**src/rtl/jtag_user_pkg.sv**
```systemverilog
// Shared constants for the JTAG user-register function controller:
// sequencer state encoding, function-code layout and the NOP code.
package jtag_user_pkg;

  localparam logic [1:0] IDLE  = 2'd0;
  localparam logic [1:0] ARMED = 2'd1;
  localparam logic [1:0] DATA  = 2'd2;
  localparam logic [1:0] DONE  = 2'd3;

  // Register-number field value meaning "no function selected".
  localparam int NOP_CODE = 0;

  // The mode bit (1 = shift-only, 0 = capture) is the MSB of the code.
  function automatic int mode_bit(input int ir_w);
    return ir_w - 1;
  endfunction

endpackage

```
**src/rtl/jtag_func_ir.sv**
```systemverilog
// USER1 function-code shift register: LSB-first shift, readback of the active
// code on capture, and a bit counter that qualifies each update.
module jtag_func_ir import jtag_user_pkg::*; #(
  parameter int IR_W = 8
) (
  input  logic            clk,
  input  logic            rst,
  input  logic            sel,
  input  logic            tdi,
  input  logic            shift,
  input  logic            capture,
  input  logic            update,
  input  logic [IR_W-1:0] func,
  output logic [IR_W-1:0] code,
  output logic            tdo,
  output logic            new_code,
  output logic            len_err
);

  localparam int CW = $clog2(IR_W + 2);
  localparam logic [CW-1:0] CNT_FULL = CW'(IR_W);
  localparam logic [CW-1:0] CNT_SAT  = CW'(IR_W + 1);

  logic [IR_W-1:0] ir_sr;
  logic [CW-1:0]   ir_cnt;

  // Capture wins over shift when both are sampled high.
  always_ff @(posedge clk or posedge rst) begin
    if (rst) begin
      ir_sr  <= '0;
      ir_cnt <= '0;
    end else if (sel) begin
      if (capture) begin
        ir_sr  <= func;
        ir_cnt <= '0;
      end else if (shift) begin
        ir_sr <= {tdi, ir_sr[IR_W-1:1]};
        if (ir_cnt != CNT_SAT) ir_cnt <= ir_cnt + CW'(1);
      end
    end
  end

  // Saturating at IR_W+1 keeps over-long shifts distinguishable from exact ones.
  assign code     = ir_sr;
  assign tdo      = ir_sr[0];
  assign new_code = sel & update & (ir_cnt == CNT_FULL);
  assign len_err  = sel & update & (ir_cnt != CNT_FULL);

endmodule

```
**src/rtl/jtag_user_func_ctrl.sv**
```systemverilog
// Function-select controller: decodes the USER1 code, sequences the selected
// USER2 capture/shift register and muxes its serial data back to TDO.
module jtag_user_func_ctrl import jtag_user_pkg::*; #(
  parameter int NREG    = 8,
  parameter int IR_W    = 8,
  parameter int ONESHOT = 0,
  parameter int CNT_W   = 16
) (
  input  logic             DRCK,
  input  logic             RST,
  input  logic             SEL1,
  input  logic             SEL2,
  input  logic             TDI,
  input  logic             SHIFT,
  input  logic             CAPTURE,
  input  logic             UPDATE,
  input  logic [NREG-1:0]  REG_TDO,
  output logic             FSH,
  output logic             FCAP,
  output logic [NREG-1:0]  REG_SEL,
  output logic             TDO,
  output logic [IR_W-1:0]  FUNC,
  output logic [CNT_W-1:0] BITCNT,
  output logic             ERR
);

  localparam int NUM_W    = IR_W - 1;
  localparam int MODE_POS = mode_bit(IR_W);

  logic [IR_W-1:0]  ir_code;
  logic             ir_tdo;
  logic             new_code;
  logic             len_err;
  logic [1:0]       state;
  logic [NUM_W-1:0] func_num;
  logic [NUM_W-1:0] code_num;
  logic             func_valid;
  logic             code_valid;
  logic             sel2_only;

  function automatic logic num_valid(input logic [NUM_W-1:0] n);
    return (n != NUM_W'(NOP_CODE)) && (n <= NUM_W'(NREG));
  endfunction

  jtag_func_ir #(.IR_W(IR_W)) u_ir (
    .clk      (DRCK),
    .rst      (RST),
    .sel      (SEL1),
    .tdi      (TDI),
    .shift    (SHIFT),
    .capture  (CAPTURE),
    .update   (UPDATE),
    .func     (FUNC),
    .code     (ir_code),
    .tdo      (ir_tdo),
    .new_code (new_code),
    .len_err  (len_err)
  );

  assign func_num   = FUNC[NUM_W-1:0];
  assign code_num   = ir_code[NUM_W-1:0];
  assign func_valid = num_valid(func_num);
  assign code_valid = num_valid(code_num);
  // USER1 has priority: USER2 activity is ignored whenever SEL1 is high.
  assign sel2_only  = SEL2 & ~SEL1;

  assign FSH  = func_valid & FUNC[MODE_POS];
  assign FCAP = func_valid & ~FUNC[MODE_POS];

  // A USER1 update always redirects the sequencer, whatever it was doing.
  always_ff @(posedge DRCK or posedge RST) begin
    if (RST) begin
      state <= IDLE;
      FUNC  <= '0;
    end else if (new_code) begin
      FUNC  <= ir_code;
      state <= code_valid ? ARMED : IDLE;
    end else if (len_err) begin
      FUNC  <= '0;
      state <= IDLE;
    end else begin
      case (state)
        ARMED: if (sel2_only && (CAPTURE || SHIFT)) state <= DATA;
        DATA:  if (sel2_only && UPDATE) state <= DONE;
        DONE: begin
          if (ONESHOT != 0) begin
            state <= IDLE;
            FUNC  <= '0;
          end else begin
            state <= ARMED;
          end
        end
        default: state <= IDLE;
      endcase
    end
  end

  always_ff @(posedge DRCK or posedge RST) begin
    if (RST) begin
      BITCNT <= '0;
    end else if (sel2_only && func_valid) begin
      if (CAPTURE) begin
        BITCNT <= '0;
      end else if (SHIFT && (state == ARMED || state == DATA) && BITCNT != '1) begin
        BITCNT <= BITCNT + CNT_W'(1);
      end
    end
  end

  // Sticky: bad length, out-of-range code, or both chains selected at once.
  always_ff @(posedge DRCK or posedge RST) begin
    if (RST) begin
      ERR <= 1'b0;
    end else if (len_err || (new_code && !code_valid && code_num != NUM_W'(NOP_CODE)) ||
                 (SEL1 && SEL2)) begin
      ERR <= 1'b1;
    end
  end

  always_comb begin
    REG_SEL = '0;
    for (int i = 0; i < NREG; i++) begin
      REG_SEL[i] = sel2_only && func_valid && (func_num == NUM_W'(i + 1));
    end
  end

  assign TDO = SEL1 ? ir_tdo : |(REG_TDO & REG_SEL);

endmodule

```
**config.mk**
```make
export PLATFORM = sky130hd
export DESIGN_NAME = jtag_user_func_ctrl
export DESIGN_NICKNAME = d
export VERILOG_FILES = /design/src/rtl/jtag_user_pkg.sv /design/src/rtl/jtag_func_ir.sv /design/src/rtl/jtag_user_func_ctrl.sv
export SDC_FILE = /design/constraint.sdc
export NUM_CORES = 1
export LEC_CHECK = 0
export BUFFER_PORTS_ARGS = -buffer_cell sky130_fd_sc_hd__buf_2
export CAP_MARGIN = 25
export CORE_MARGIN = 3
export CORE_UTILIZATION = 59
export DETAILED_ROUTE_END_ITERATION = 6
export PLACE_DENSITY = 0.85
export SYNTH_ARGS = -nofsm -noshare
export SYNTH_HDL_FRONTEND = slang
export SYNTH_SLANG_ARGS = --single-unit
```
**constraint.sdc**
```tcl
create_clock -name DRCK -period 3.45 [get_ports DRCK]
set_clock_uncertainty 0.2 [all_clocks]
set_input_delay 0.1725 -clock DRCK [delete_from_list [all_inputs] [get_ports DRCK]]
set_output_delay 0.1725 -clock DRCK [all_outputs]
set_load 0.01 [all_outputs]
```
==> qor.yml, run 1 <==
grt.met1_usage_pct: 37.2
async_reset_ff_share_pct: 100
cp_data_required_time_ns: 3.43
p_sw_share_pct: 30.2
drt_iter0_drc: 242
fillers: 302
die-area_um2: 5000
fin_area_um2: 2870
gp_congestion: 0.849
period_share_pct: 75.9
syn_avg_cell_area_um2: 9.19
seq_area_frac_synth_pct: 39.5
ant_nets: 0
numCtsBuffers: 5
drc_errors: 0
vias: 2364
power_frac_clock_pct: 29.4
critPathMaxFanout: 14
netlist_area_um2: 2470
busiest_layer: "met2"
grt_overflow: 0
placed_area_um2: 2740
start_kind: "register"
synth_fp_nets: 292
synth-seq-cells: 39
critPathArrivalTime_ns: 2.60
status: "complete, no violations"
final_nets: 343
synth_ff_type: "dfrtp_1"
cts_tree: "done"
clk_pin_slew_ns: 0.08
layout_commonest_cell: "buf_2"
use_met2_pct: 38.4
pwr-share-seq_pct: 50.0
dr.pass1.iters: 5
viasPerCell: 6.42
met3_usage_pct: 4.12
wire_per_inst_um: 16.9
comb_power_share_pct: 20.6
drv_slew: 0
final_cell_mix: "buf_2 (51), dfrtp_1 (39), nand2_1 (26)"
dp_hpwl_mm: 4.27
whs_ns: 0.246
routed_wl_mm: 6.21
syn_to_final_growth_pct: 15.9
gr-usage-all-layers_pct: 25.4
switching_power_mw: 0.321
pre_cts_slack_ns: 0.869
initial_core_util_pct: 64.2
finalWorstSetupSlack_ns: 0.832
finalPower_mw: 1.06
r2r_cells: 5
dpl.cell_count: 357
synth_edf_count: 0
whs_path_depth: 5
fin_cells: 368
p_per_area_nw_per_um2: 371
min-delay-start: "SEL1"
fin_tns_setup_ns: 0
die_width_um: 70.7
ios: 52
cellLeakagePower_nw: 1.33
rr_endpoint: "BITCNT[1]"
first_global_vias: 2119
finalSetupViolations: 0
relSlewSlack_pct: 45.4
hold_class: "in -> reg"
cts_resized: 0
synthDistinctLibCells: 52
placementRows: 22
synth_cells: 269
cellInternalPower_mw: 0.742
max_freq_mhz: 382
clkLatencyLatePin_ns: 0.29
ir_worst_vdd_mv: 0.302
rsz0062_at_grt: "no"
end_kind: "register"
clock-sinks: 39
diodes: 0
critical_path_class: "reg -> reg"
period_needed_ns: 2.62
final_layout_size_suffix_gt1_share_pct: 20.9
clk_path_buf_depth: 2
timing.rr.start: "BITCNT[0]"
yosys_warnings: 0
final_core_util_pct: 74.4
holdPathEnd: "u_ir.code[0]"
hold_viol: 0
grt_max_degree: 34
core-area_um2: 3850
root_buffer: "clkbuf_8"
maxCapViolations: 0
ff2ff_setup_slack_ns: 0.83
worst_pin_slew_ns: 0.812
grt_first_pass_wirelength_mm: 10.3
antenna_found_initial: 0
fp.dieH_um: 70.7
io_buffers: 51
h-tree-depth: 2
## Yosys cell counts (2+ instances only)
| cell | count | share of area [%] |
|---|---|---|
| nor4_1 | 9 | 2.3 |
| a21oi_1 | 6 | 1.2 |
| and4_1 | 3 | 1.1 |
| ha_1 | 7 | 3.5 |
| clkbuf_1 | 6 | 0.91 |
| nand2b_1 | 7 | 1.8 |
| nor4b_1 | 4 | 1.4 |
| o221ai_1 | 3 | 1.1 |
| a22o_1 | 8 | 2.8 |
| nand3_1 | 12 | 2.4 |
| o31a_1 | 3 | 1.1 |
| a221o_1 | 7 | 2.8 |
| nand4_1 | 5 | 1.3 |
| nor2_1 | 16 | 2.4 |
| nand2_1 | 26 | 3.9 |
| inv_1 | 14 | 2.1 |
| nor2b_1 | 4 | 1.0 |
| buf_4 | 2 | 0.61 |
| buf_6 | 2 | 0.91 |
| a311o_1 | 3 | 1.2 |
| dfrtp_1 | 39 | 39 |
| o21ai_0 | 19 | 3.8 |
| mux2i_1 | 11 | 4.5 |
| buf_2 | 2 | 0.40 |
| and2_1 | 3 | 0.76 |
| or3_1 | 3 | 0.76 |
| a211o_1 | 2 | 0.71 |
| nand3b_1 | 2 | 0.61 |
| buf_1 | 2 | 0.30 |
| a41oi_1 | 3 | 1.1 |
| or4_1 | 3 | 0.91 |
| o211a_1 | 2 | 0.81 |
| nor3_1 | 12 | 2.4 |
## repair_timing
item,CTS,global route
hold buffers,4,0
setup buffers,0,0
endpoints found under the hold margin,20,0
## worst max-delay path, stage by stage (launching register included)
cell	delay [ns]
dfrtp_1	0.43
ha_1	0.27
nand4_1	0.20
or4_1	0.78
and4_1	0.34
a221o_1	0.29
## how the worst max path moves through the flow
| stage | from | to | slack, ns | cells past startpoint |
|---|---|---|---|---|
| finish | BITCNT[0] | BITCNT[1] | 0.83 | 5 |
| floorplan | FUNC[2] | BITCNT[14] | 1.14 | 6 |
| global route | BITCNT[0] | BITCNT[1] | 0.69 | 5 |
| global placement | FUNC[1] | BITCNT[15] | 0.97 | 4 |
| detailed placement | BITCNT[0] | BITCNT[1] | 0.87 | 5 |
| CTS | BITCNT[0] | BITCNT[1] | 0.85 | 5 |
## per-layer routing
| layer | up-vias | share of wire [%] |
|---|---|---|
| li1 | 1129 | - |
| met4 | 0 | 1.6 |
| met5 | - | 0 |
| met2 | 123 | 46 |
| met1 | 1100 | 45 |
| met3 | 12 | 8.0 |
## cell families (layout without fill, tap and decap cells)
group                    after synthesis  count (layout)  share of synthesized area [%]
buffers and inverters                 28              79                           5.26
AND/OR/NAND/NOR                      116             116                           25.8
adder cells (fa/ha/maj)                7               7                           3.54
flip-flops                            39              39                           39.5
AO/OA/AOI/OAI                         67              67                           20.5
multiplexers                          12              12                           5.36
## power groups by stage
stage                     clock [mW]  sequential [mW]  combinational (mW)
final                          0.312            0.531               0.219
after detailed placement           0            0.539               0.212
after global placement             0            0.536               0.202
after global routing           0.334            0.537               0.245
after CTS                      0.312            0.530               0.218
after floorplan                    0            0.530               0.153
## state kept, by name, summed over array words and instances, names as in the netlist
register     cells
BITCNT          16
ERR              1
FUNC             8
state            2
u_ir.code        8
u_ir.ir_cnt      4
## layout make-up
type	count	area, um2	area share [%]
well taps	48	60.1	2.10
repair buffers	58	318	11.1
multi-input cells	202	1370	47.9
clock buffers	6	82.6	2.88
clock inverters	1	5.00	0.175
inverters	14	52.6	1.83
flip-flops and latches	39	976	34.0
Power figures use the tool's default switching activity.
==> inputs of run 2 (changes only) <==
--- a/config.mk
+++ b/config.mk
@@ -8,9 +8,9 @@
 export BUFFER_PORTS_ARGS = -buffer_cell sky130_fd_sc_hd__buf_2
 export CAP_MARGIN = 25
 export CORE_MARGIN = 3
-export CORE_UTILIZATION = 59
+export CORE_UTILIZATION = 49
 export DETAILED_ROUTE_END_ITERATION = 6
-export PLACE_DENSITY = 0.85
+export PLACE_DENSITY = 0.76
 export SYNTH_ARGS = -nofsm -noshare
 export SYNTH_HDL_FRONTEND = slang
 export SYNTH_SLANG_ARGS = --single-unit
==> constraint.sdc (replaced) <==
create_clock -name DRCK -period 2.3 [get_ports DRCK]
set_clock_uncertainty 0.2 [all_clocks]
set_input_delay 0.115 -clock DRCK [delete_from_list [all_inputs] [get_ports DRCK]]
set_output_delay 0.115 -clock DRCK [all_outputs]
set_load 0.01 [all_outputs]
==> run 2 against run 1 <==
  * Via count is 2.4% higher
  * Die area increased by 19%
  * Critical endpoint is now BITCNT[15]
  * Non-clock buffer count increased by 29
  * Routed wire length grew 3.1%
  * Flip-flop and latch count unchanged
  * Global-route usage is 3.5 points lower
  * Highest routed layer unchanged
  * Setup slack worse by 0.78 ns
  * Critical path depth did not move
  * First-iteration DRC count decreased by 11%
  * Register-to-register slack worse by 0.78 ns
  * Combinational power rose by 78%
==> qor.yml, run 2 (synthesis gave the netlist of run 1 again) <==
status: "complete, no violations"
placed_area_um2: 2950
hold_class: "in -> reg"
ios: 52
fin_area_um2: 3190
core-area_um2: 4790
io_buffers: 51
cp_data_required_time_ns: 2.32
dp_hpwl_mm: 4.63
pre_cts_slack_ns: 0.0237
period_needed_ns: 2.24
clock-sinks: 39
dr.pass1.iters: 4
ir_worst_vdd_mv: 0.432
syn_to_final_growth_pct: 28.9
placementRows: 25
layout_commonest_cell: "buf_2"
final_cell_mix: "buf_2 (52), dfrtp_1 (38), buf_4 (30)"
finalSetupViolations: 0
viasPerCell: 5.80
cts_tree: "done"
final_layout_size_suffix_gt1_share_pct: 31.1
root_buffer: "clkbuf_8"
die-area_um2: 5930
maxCapViolations: 0
initial_core_util_pct: 51.7
fillers: 403
fin_cells: 417
first_global_vias: 2243
numCtsBuffers: 5
critPathMaxFanout: 8
multi_input_comb_area_um2: 1440
clkLatencyLatePin_ns: 0.30
register_area_um2: 977
dpl.cell_count: 400
hold_viol: 0
vias: 2420
grt_overflow: 0
clk_path_buf_depth: 2
diodes: 0
ant_nets: 0
p_per_area_nw_per_um2: 530
finalPower_mw: 1.69
fp.dieH_um: 77.0
regMostFlops: "BITCNT"
worst_pin_slew_ns: 0.770
grt_first_pass_wirelength_mm: 10.6
end_kind: "register"
antenna_found_initial: 0
routed_wl_mm: 6.40
grt_max_degree: 40
largest_reg_flops: 16
drc_errors: 0
critPathArrivalTime_ns: 2.26
gp_congestion: 0.838
relSlewSlack_pct: 48.3
final_core_util_pct: 66.6
rsz0062_at_grt: "yes"
gr-usage-all-layers_pct: 21.9
drt_iter0_drc: 216
whs_ns: 0.165
finalWorstSetupSlack_ns: 0.0563
wire_per_inst_um: 15.4
start_kind: "register"
drv_slew: 0
final_nets: 372
critical_path_class: "reg -> reg"
cellLeakagePower_nw: 1.50
period_share_pct: 97.6
fin_tns_setup_ns: 0
h-tree-depth: 2
max_freq_mhz: 446
die_width_um: 77.0
clk_pin_slew_ns: 0.08
run 2: worst paths after layout:
kind | start | to | slack (ns) | cells past startpoint
max | FUNC[5] | BITCNT[15] | 0.06 | 5
min | UPDATE | state[1] | 0.17 | 5
max reg2reg | FUNC[5] | BITCNT[15] | 0.06 | 5
min in group asynchronous | RST | BITCNT[5] | 0.26 | 4
max in group asynchronous | RST | u_ir.ir_cnt[0] | 1.27 | 4
min reg2reg | ERR | ERR | 0.28 | 1
run 2: cell type report:
| cell class | instances | area share (%) |
|---|---|---|
| Clock buffer | 6 | 2.59 |
| Clock inverter | 2 | 0.510 |
| Inverter | 14 | 1.65 |
| Multi-Input combinational cell | 202 | 45.1 |
| Sequential cell | 39 | 30.7 |
| Tap cell | 67 | 2.63 |
| Timing Repair Buffer | 87 | 16.8 |
run 2: critical path, stage by stage, from the launching register on:
cell	delay [ns]
dfrtp_1	0.39
or3_4	0.39
or4_4	0.56
buf_6	0.16
or3_1	0.32
o211ai_2	0.14
run 2: where the power goes:
part | switching, mW | internal [mW] | total [mW] | leakage, nW
clock network | 0.261 | 0.245 | 0.506 | 0.0474
logic | 0.200 | 0.190 | 0.390 | 0.944
registers | 0.0563 | 0.737 | 0.793 | 0.504
run 2: per-layer routing:
metal	global-route usage, %	wire length, um	vias up
li1	-	-	1192
met1	31.9	3150	1162
met2	33.0	2910	62
met3	4.34	306	4
met4	6.41	40	0
met5	0	0	-
run 2: repair_timing:
item	CTS	global route
gates resized for setup	1	14
setup buffers	0	4
cloned	0	1
hold endpoints to repair	41	0
pin swaps	0	1
setup endpoints to repair	1	11
hold buffers	4	0
